==> src/rtl/if1_fetch_unit_pkg.sv <==
`default_nettype none
// +----------------------------------------------------------------------------+
// | Module  : if1_fetch_unit_pkg                                               |
// | Purpose : Shared widths, reset PC and FSM encoding for the IF1 fetch unit. |
// | Rev     : 1.0  initial release                                             |
// +----------------------------------------------------------------------------+
package if1_fetch_unit_pkg;

  localparam int WORD = 32;
  localparam logic [WORD-1:0] PC_RST = 32'h1C00_0000;

  typedef enum logic [1:0] {
    IF_REQ  = 2'd0,
    IF_WAIT = 2'd1,
    IF_HOLD = 2'd2
  } fetch_state_e;

  // Sequential fetch step; wraps modulo 2^WORD.
  function automatic logic [WORD-1:0] next_pc(input logic [WORD-1:0] pc);
    return pc + WORD'(4);
  endfunction

endpackage
`default_nettype wire

==> src/rtl/if1_fetch_unit_if.sv <==
`default_nettype none
// +----------------------------------------------------------------------------+
// | Module  : if1_fetch_unit_if                                                |
// | Purpose : Instruction-bus, hazard and IF1_ID signals of the fetch unit.    |
// |           FETCH_ADEF_EN adds the fetch_adef flag.                          |
// | Rev     : 1.0  initial release                                             |
// +----------------------------------------------------------------------------+
interface if1_fetch_unit_if;
  import if1_fetch_unit_pkg::*;

  logic            stall;
  logic            redirect_valid;
  logic [WORD-1:0] redirect_pc;
  logic            inst_req;
  logic [WORD-1:0] inst_addr;
  logic            inst_addr_ok;
  logic            inst_data_ok;
  logic [WORD-1:0] inst_rdata;
  logic            fetch_valid;
  logic [WORD-1:0] fetch_pc;
  logic [WORD-1:0] fetch_inst;
`ifdef FETCH_ADEF_EN
  logic            fetch_adef;
`endif

  modport master (
`ifdef FETCH_ADEF_EN
    output fetch_adef,
`endif
    input  stall, redirect_valid, redirect_pc,
    input  inst_addr_ok, inst_data_ok, inst_rdata,
    output inst_req, inst_addr,
    output fetch_valid, fetch_pc, fetch_inst
  );

  modport slave (
`ifdef FETCH_ADEF_EN
    input  fetch_adef,
`endif
    output stall, redirect_valid, redirect_pc,
    output inst_addr_ok, inst_data_ok, inst_rdata,
    input  inst_req, inst_addr,
    input  fetch_valid, fetch_pc, fetch_inst
  );

endinterface
`default_nettype wire

==> src/rtl/if1_fetch_unit.sv <==
`default_nettype none
// +----------------------------------------------------------------------------+
// | Module  : if1_fetch_unit                                                   |
// | Purpose : IF1 producer: owns the fetch PC, one-outstanding instruction-bus |
// |           requests, stall hold and redirect cancel. Optional macro         |
// |           FETCH_ADEF_EN flags misaligned fetch PCs instead of requesting.  |
// | Rev     : 1.0  initial release                                             |
// +----------------------------------------------------------------------------+
module if1_fetch_unit
  import if1_fetch_unit_pkg::*;
(
  input  logic             clk,
  input  logic             rst,
  if1_fetch_unit_if.master fif
);

  fetch_state_e    r_state;
  logic [WORD-1:0] r_pc;
  logic [WORD-1:0] r_buf;
  logic            r_cancel;

  logic w_misaligned;
  logic w_req;
  logic w_accept;

`ifdef FETCH_ADEF_EN
  assign w_misaligned = (r_state == IF_REQ) && (r_pc[1:0] != 2'b00);
`else
  assign w_misaligned = 1'b0;
`endif

  assign w_req    = (r_state == IF_REQ) && !w_misaligned;
  assign w_accept = w_req && fif.inst_addr_ok;

  always_comb begin
    fif.inst_req    = !rst && w_req;
    fif.inst_addr   = r_pc;
    fif.fetch_pc    = rst ? PC_RST : r_pc;
    fif.fetch_valid = 1'b0;
    fif.fetch_inst  = '0;
`ifdef FETCH_ADEF_EN
    fif.fetch_adef  = 1'b0;
`endif
    // A redirect kills whatever would be presented this cycle.
    if (!rst && !fif.redirect_valid) begin
      case (r_state)
        IF_WAIT: begin
          if (fif.inst_data_ok && !r_cancel) begin
            fif.fetch_valid = 1'b1;
            fif.fetch_inst  = fif.inst_rdata;
          end
        end
        IF_HOLD: begin
          fif.fetch_valid = 1'b1;
          fif.fetch_inst  = r_buf;
        end
        default: begin
          if (w_misaligned) begin
            fif.fetch_valid = 1'b1;
`ifdef FETCH_ADEF_EN
            fif.fetch_adef  = 1'b1;
`endif
          end
        end
      endcase
    end
  end

  always_ff @(posedge clk) begin
    if (rst) begin
      r_state  <= IF_REQ;
      r_pc     <= PC_RST;
      r_cancel <= 1'b0;
      r_buf    <= '0;
    end else if (fif.redirect_valid) begin
      r_pc <= fif.redirect_pc;
      case (r_state)
        IF_REQ: begin
          // An address already accepted still returns data, which must be dropped.
          if (w_accept) begin
            r_cancel <= 1'b1;
            r_state  <= IF_WAIT;
          end
        end
        IF_WAIT: begin
          if (fif.inst_data_ok) begin
            r_cancel <= 1'b0;
            r_state  <= IF_REQ;
          end else begin
            r_cancel <= 1'b1;
          end
        end
        default: r_state <= IF_REQ;
      endcase
    end else begin
      case (r_state)
        IF_REQ: begin
          if (w_misaligned) begin
            if (!fif.stall) r_pc <= next_pc(r_pc);
          end else if (w_accept) begin
            r_state <= IF_WAIT;
          end
        end
        IF_WAIT: begin
          if (fif.inst_data_ok) begin
            if (r_cancel) begin
              r_cancel <= 1'b0;
              r_state  <= IF_REQ;
            end else if (!fif.stall) begin
              r_pc    <= next_pc(r_pc);
              r_state <= IF_REQ;
            end else begin
              r_buf   <= fif.inst_rdata;
              r_state <= IF_HOLD;
            end
          end
        end
        IF_HOLD: begin
          if (!fif.stall) begin
            r_pc    <= next_pc(r_pc);
            r_state <= IF_REQ;
          end
        end
        default: r_state <= IF_REQ;
      endcase
    end
  end

endmodule
`default_nettype wire

==> src/flat_wrapper.sv <==
// flat-port wrapper written by rule: the top's interface ports become plain ports
module if1_fetch_unit_flat import if1_fetch_unit_pkg::*;
  (clk, rst, fif_stall, fif_redirect_valid, fif_redirect_pc, fif_inst_addr_ok, fif_inst_data_ok, fif_inst_rdata, fif_inst_req, fif_inst_addr, fif_fetch_valid, fif_fetch_pc, fif_fetch_inst);
  if1_fetch_unit_if fif_i ();
  input  logic clk;
  input  logic rst;
  input wire logic [$bits(fif_i.stall)-1:0] fif_stall;
  input wire logic [$bits(fif_i.redirect_valid)-1:0] fif_redirect_valid;
  input wire logic [$bits(fif_i.redirect_pc)-1:0] fif_redirect_pc;
  input wire logic [$bits(fif_i.inst_addr_ok)-1:0] fif_inst_addr_ok;
  input wire logic [$bits(fif_i.inst_data_ok)-1:0] fif_inst_data_ok;
  input wire logic [$bits(fif_i.inst_rdata)-1:0] fif_inst_rdata;
  output wire logic [$bits(fif_i.inst_req)-1:0] fif_inst_req;
  output wire logic [$bits(fif_i.inst_addr)-1:0] fif_inst_addr;
  output wire logic [$bits(fif_i.fetch_valid)-1:0] fif_fetch_valid;
  output wire logic [$bits(fif_i.fetch_pc)-1:0] fif_fetch_pc;
  output wire logic [$bits(fif_i.fetch_inst)-1:0] fif_fetch_inst;
  assign fif_i.stall = fif_stall;
  assign fif_i.redirect_valid = fif_redirect_valid;
  assign fif_i.redirect_pc = fif_redirect_pc;
  assign fif_i.inst_addr_ok = fif_inst_addr_ok;
  assign fif_i.inst_data_ok = fif_inst_data_ok;
  assign fif_i.inst_rdata = fif_inst_rdata;
  assign fif_inst_req = fif_i.inst_req;
  assign fif_inst_addr = fif_i.inst_addr;
  assign fif_fetch_valid = fif_i.fetch_valid;
  assign fif_fetch_pc = fif_i.fetch_pc;
  assign fif_fetch_inst = fif_i.fetch_inst;
  if1_fetch_unit u_core (.clk(clk), .rst(rst), .fif(fif_i));
endmodule
==> config.mk <==
export PLATFORM = sky130hd
export DESIGN_NAME = if1_fetch_unit_flat
export DESIGN_NICKNAME = d
export VERILOG_FILES = /design/src/rtl/if1_fetch_unit_pkg.sv /design/src/rtl/if1_fetch_unit_if.sv /design/src/rtl/if1_fetch_unit.sv /design/src/flat_wrapper.sv
export SDC_FILE = /design/constraint.sdc
export NUM_CORES = 1
export LEC_CHECK = 0
export ABC_AREA = 1
export BUFFER_PORTS_ARGS = -buffer_cell sky130_fd_sc_hd__buf_2
export CORE_MARGIN = 5
export CORE_UTILIZATION = 45
export DETAILED_ROUTE_END_ITERATION = 10
export PLACE_DENSITY = 0.9
export SYNTH_ARGS = -nofsm -noshare
export SYNTH_HDL_FRONTEND = slang
export SYNTH_SLANG_ARGS = --single-unit
==> constraint.sdc <==
create_clock -name clk -period 1.4 [get_ports clk]
set_input_delay 0.14 -clock clk [delete_from_list [all_inputs] [get_ports clk]]
set_output_delay 0.14 -clock clk [all_outputs]
set_load 0.05 [all_outputs]
# After elaboration in Yosys (flattened, before gate mapping)
# Index checks and enable logic that the tools add are counted.
# Widths: inputs -> output; s select.
word_totals:
  mem_bits_ro: 0
  regBits: 67
  input_bits: 70
  ram_bits: 0
  out_inout_bits: 98
  n_memories: 0
  latchBits: 0
classes:
  mux: 27
  multipliers: 0
  shifts: 0
  div_mod_pow: 0
  eq_ne: 7
  n_addsub: 1
  n_reduce_logical: 16
  bitwise: 2
  magnitude_cmp: 0
ops:
  columns: ["op", "n"]
  rows:
  - ["$mux 32", 7]
  - ["$pmux 32 s2", 2]
  - ["$add 32x3->32 const B", 1]
  - ["$mux 2", 7]
  - ["$ne 3x3->1 const B", 4]
  - ["$mux 1", 7]
  - ["$pmux 2 s3", 1]
  - ["$reduce_bool 2->1", 3]
  - ["$reduce_and 5->1", 1]
  - ["$logic_and 1x1->1", 4]
  - ["$pmux 1 s2", 2]
  - ["$pmux 2 s2", 1]
  - ["$reduce_and 4->1", 1]
  - ["$logic_not 1->1", 3]
  - ["$reduce_and 3->1", 1]
  - ["$reduce_bool 3->1", 1]
  - ["$eq 2x1->1 const B", 1]
  - ["$eq 2x2->1 const B", 1]
  - ["$logic_not 2->1", 1]
  - ["$ne 2x2->1 const B", 1]
  - ["$not 1->1", 2]
  - ["$reduce_and 2->1", 1]

# Depth between registers and ports, before layout
logic_depth:
  depth_word: 6
  mapped_depth: 12
  ltp_nobuf: 10

# Worst setup path after synthesis
# No wires, ideal clock.
synth_timing:
  kind: "flip-flop to output port"
  startpoint: "reg u_core.r_state[1]"
  endpoint: "out fif_fetch_inst[22]"
  required_time_ps: 1260
  path_stages_with_launch: 8
  path_slack_ps: -687
  arrival_ps: 1947
  path_buffers: 1
  path_cell_list: "dfxtp_1 inv_1 ha_1 nand2_1 nor2_4 buf_1 nand2_1 a21oi_1"
synth_via:
  elab_chain_cells: 3
  elab_cells_between_ends: 4
  classes_between: "2 x eq/ne; 2 x mux"
synth_lines:
  columns: ["element", "line", "rtl"]
  rows:
  - ["start: declaration", "if1_fetch_unit.sv:17", "fetch_state_e r_state;"]
  - ["start signal: assignment", "if1_fetch_unit.sv:71", "r_state <= IF_REQ;"]
  - ["start signal: assignment", "if1_fetch_unit.sv:82", "r_state <= IF_WAIT;"]
  - ["start signal: assignment", "if1_fetch_unit.sv:88", "r_state <= IF_REQ;"]
  - ["$eq 2x2->1 or $eq 2x1->1 (tied branches)", "if1_fetch_unit.sv:46", "case (r_state)"]
  - ["$pmux 32 s2 (*)", "if1_fetch_unit.sv:46", null]
  - ["$mux 32 (*)", "if1_fetch_unit.sv:45", "if (!rst && !fif.redirect_valid) begin"]
  - ["end: declaration", "flat_wrapper.sv:17", "output wire logic [$bits(fif_i.fetch_inst)-1:0] fif_fetch_inst;"]
# Every way passes the cells marked *; elsewhere a longest branch is shown, timed or not.

# Worst setup path after layout
layout_timing:
  startpoint: "reg u_core.r_state[1]"
  endpoint: "out fif_fetch_inst[1]"
# The elaborated chain is that of the path after synthesis.

==> qor.yml <==
route:
  antenna_left: 0
  drc_errors: 0
  drt_iter0_drc: 804
  firstDrtPassIters: 5
  via_per_inst: 5.77
  wl_met2_um: 10100
  wl_per_cell_um: 19.9
  drt-total-wl_um: 21900
  vias: 6343
  wl_met1_um: 7770
  highest_layer: "met4"
  wl_met3_um: 2390
die:
  core_um2: 9240
  ios: 168
  dieWidth_um: 107
  die_area_um2: 11500
  initial_core_util_pct: 46.2
  fp-row-count: 35
  dieHeight_um: 107
layout:
  syn2layout_area_growth_pct: 79.1
  final_util_pct: 82.7
  fill_cells: 549
  nets: 1039
  drive_gt1_share_pct: 48.4
  layout.cells.most_common_list: "nand2_1 (210), buf_2 (117), nor2_1 (111)"
  final_common_cell: "nand2_1"
hold_path:
  hp-class: "in -> reg"
clock_tree:
  cts_buffers: 9
  cts.htree.levels: 3
  clock_latency_ns: 0.36
  tritoncts: "done"
  clock_path_buffers: 2
  cts-root-buf: "clkbuf_8"
  clk_pin_slew_ns: 0.07
  cts_num_sinks: 67
global_routing:
  grt_pass1_vias: 5993
  grt_max_degree: 52
  grt.overflow.total: 0
  antenna_found_initial: 1
  track_usage_pct: 31.9
  grt_pass1_wl_um: 29200
sta:
  drv_slew: 0
  setup_viol: 99
  fmax_mhz: 489
  finalHoldWorstSlack_ns: 0.0405
  fin_worst_skew_ns: 0.00802
  worstMarginPinSlew_ns: 0.435
  hold_viol_final: 0
  rsz0062_at_grt: "true"
  min_period_ns: 2.05
  slew_headroom_pct: 70.9
  period_share_pct: 146
  timing.setup.tns_ns: -42.69
  setup_slack_ns: -0.647
synthesis:
  ys.warnings.count: 0
  ys_ff_latch: 67
  yosysSeqAreaShare_pct: 31.4
  synthArstFlopShare_pct: 0
  netlist.top_cell.by_area: "dfxtp_1"
  synth_edf_count: 0
  synth_top_area_share_pct: 31.4
  synth_flop_cell: "dfxtp_1"
  synth.avg_cell_area_um2: 5.73
  synth_area_leaders: "dfxtp_1 (31%), nand2_1 (22%), nor2_1 (13%)"
  netlist_instances: 744
  yosysUniqueCellTypes: 26
  syn-num-nets: 818
  syn_area_um2: 4270
placed_design:
  io_buffers: 167
  place_congestion: 0.939
  hpwl_um: 11300
outcome:
  status: "finished, violations left"
  violations: "setup timing"
power:
  power_mw: 6.42
  p_leak_nw: 3.20
  power_density_nw_per_um2: 841
  vdd_drop_max_v: 0.000863
critical_path:
  worstSetupPathType: "reg -> out"
  crit_fanout: 15
  cp.required_ns: 1.26
  end_kind: "primary output"
  startpoint_type: "flip-flop"
  cp.arrival_ns: 1.91
flow_run:
  maxCapViolCount: 0
-- cells in the mapped netlist, types with 2 or more instances --
| library cell | count |
|---|---|
| nand3_1 | 43 |
| nor2_4 | 2 |
| dfxtp_1 | 67 |
| inv_2 | 5 |
| nand2_1 | 254 |
| buf_1 | 4 |
| clkbuf_1 | 13 |
| inv_1 | 46 |
| nor2_1 | 152 |
| nand4_1 | 4 |
| xor2_1 | 2 |
| a21oi_1 | 51 |
| nand2_2 | 2 |
| buf_2 | 12 |
| ha_1 | 4 |
| buf_4 | 5 |
| buf_6 | 2 |
| o21ai_0 | 45 |
| nor2_2 | 21 |
| o21ai_1 | 4 |
-- layout make-up --
type | count | area, um2 | area share, %
Inverter | 51 | 214 | 2.80
Timing Repair Buffer | 246 | 2210 | 29.0
Sequential cell | 67 | 1380 | 18.1
Multi-Input combinational cell | 590 | 3430 | 45.0
Clock buffer | 12 | 155 | 2.03
Tap cell | 129 | 161 | 2.11
Clock inverter | 4 | 72.6 | 0.950
Antenna cell | 1 | 2.50 | 0.0328
-- critical path: stages, from the launching register on --
cell and delay [ns]:
dfxtp_2 0.35, inv_2 0.05, buf_4 0.13, ha_4 0.26, nand3_4 0.16, buf_12 0.24, a21oi_4 0.17, buf_8 0.17
-- path summary, 6_finish.rpt --
| kind | from | end | slack (ns) | depth (start not counted) |
|---|---|---|---|---|
| min reg2reg | u_core.r_buf[26]$_SDFFE_PP0P_ | u_core.r_buf[26]$_SDFFE_PP0P_ | 0.47 | 2 |
| min | fif_inst_rdata[22] | u_core.r_buf[22]$_SDFFE_PP0P_ | 0.04 | 3 |
| max | u_core.r_state[1]$_SDFFE_PP0P_ | fif_fetch_inst[1] | -0.65 | 7 |
| max reg2reg | u_core.r_state[1]$_SDFFE_PP0P_ | u_core.r_buf[1]$_SDFFE_PP0P_ | -0.47 | 12 |
-- per-layer routing --
layer / GRT usage (%) / up-vias
met5: 0 / -
met4: 18.8 / 0
met3: 7.98 / 161
met2: 52.6 / 543
met1: 37.3 / 2858
li1: - / 2781
-- sequential cells by signal, indices dropped and copies added (netlist names) --
| name | count |
|---|---|
| u_core.r_buf | 32 |
| u_core.r_cancel | 1 |
| u_core.fif.inst_addr | 32 |
| u_core.r_state | 2 |
-- logic make-up after synthesis --
kind of cell	count (synthesis)	share of synthesized area, %
buffers and inverters	87	8.80
multiplexers	1	0.235
flip-flops	67	31.4
adder cells (fa/ha/maj)	4	1.17
AO/OA/AOI/OAI	101	11.9
XOR/XNOR	3	0.616
AND/OR/NAND/NOR	481	45.8
-- through the flow --
step                instances  area (um2)  setup WS (ns)
global route             1100        7640         -0.693
finish                   1100        7640         -0.647
detailed placement       1054        6150         -0.256
global placement         1054        6150         -0.194
CTS                      1092        7150         -0.513
floorplan                 744        4930         -0.122
-- timing repair --
item	4_1_cts	5_1_grt
endpoints found under the setup margin	98	113
gates cloned	10	8
gates resized for setup	162	111
setup buffers	12	3
pin swaps	6	23
hold buffers	0	0
-- power breakdown --
group	internal [mW]	leakage, nW	switching (mW)
clock	1.10	0.113	0.815
combinational	0.828	2.53	1.50
sequential	2.04	0.557	0.145
Power figures use the tool's default switching activity.
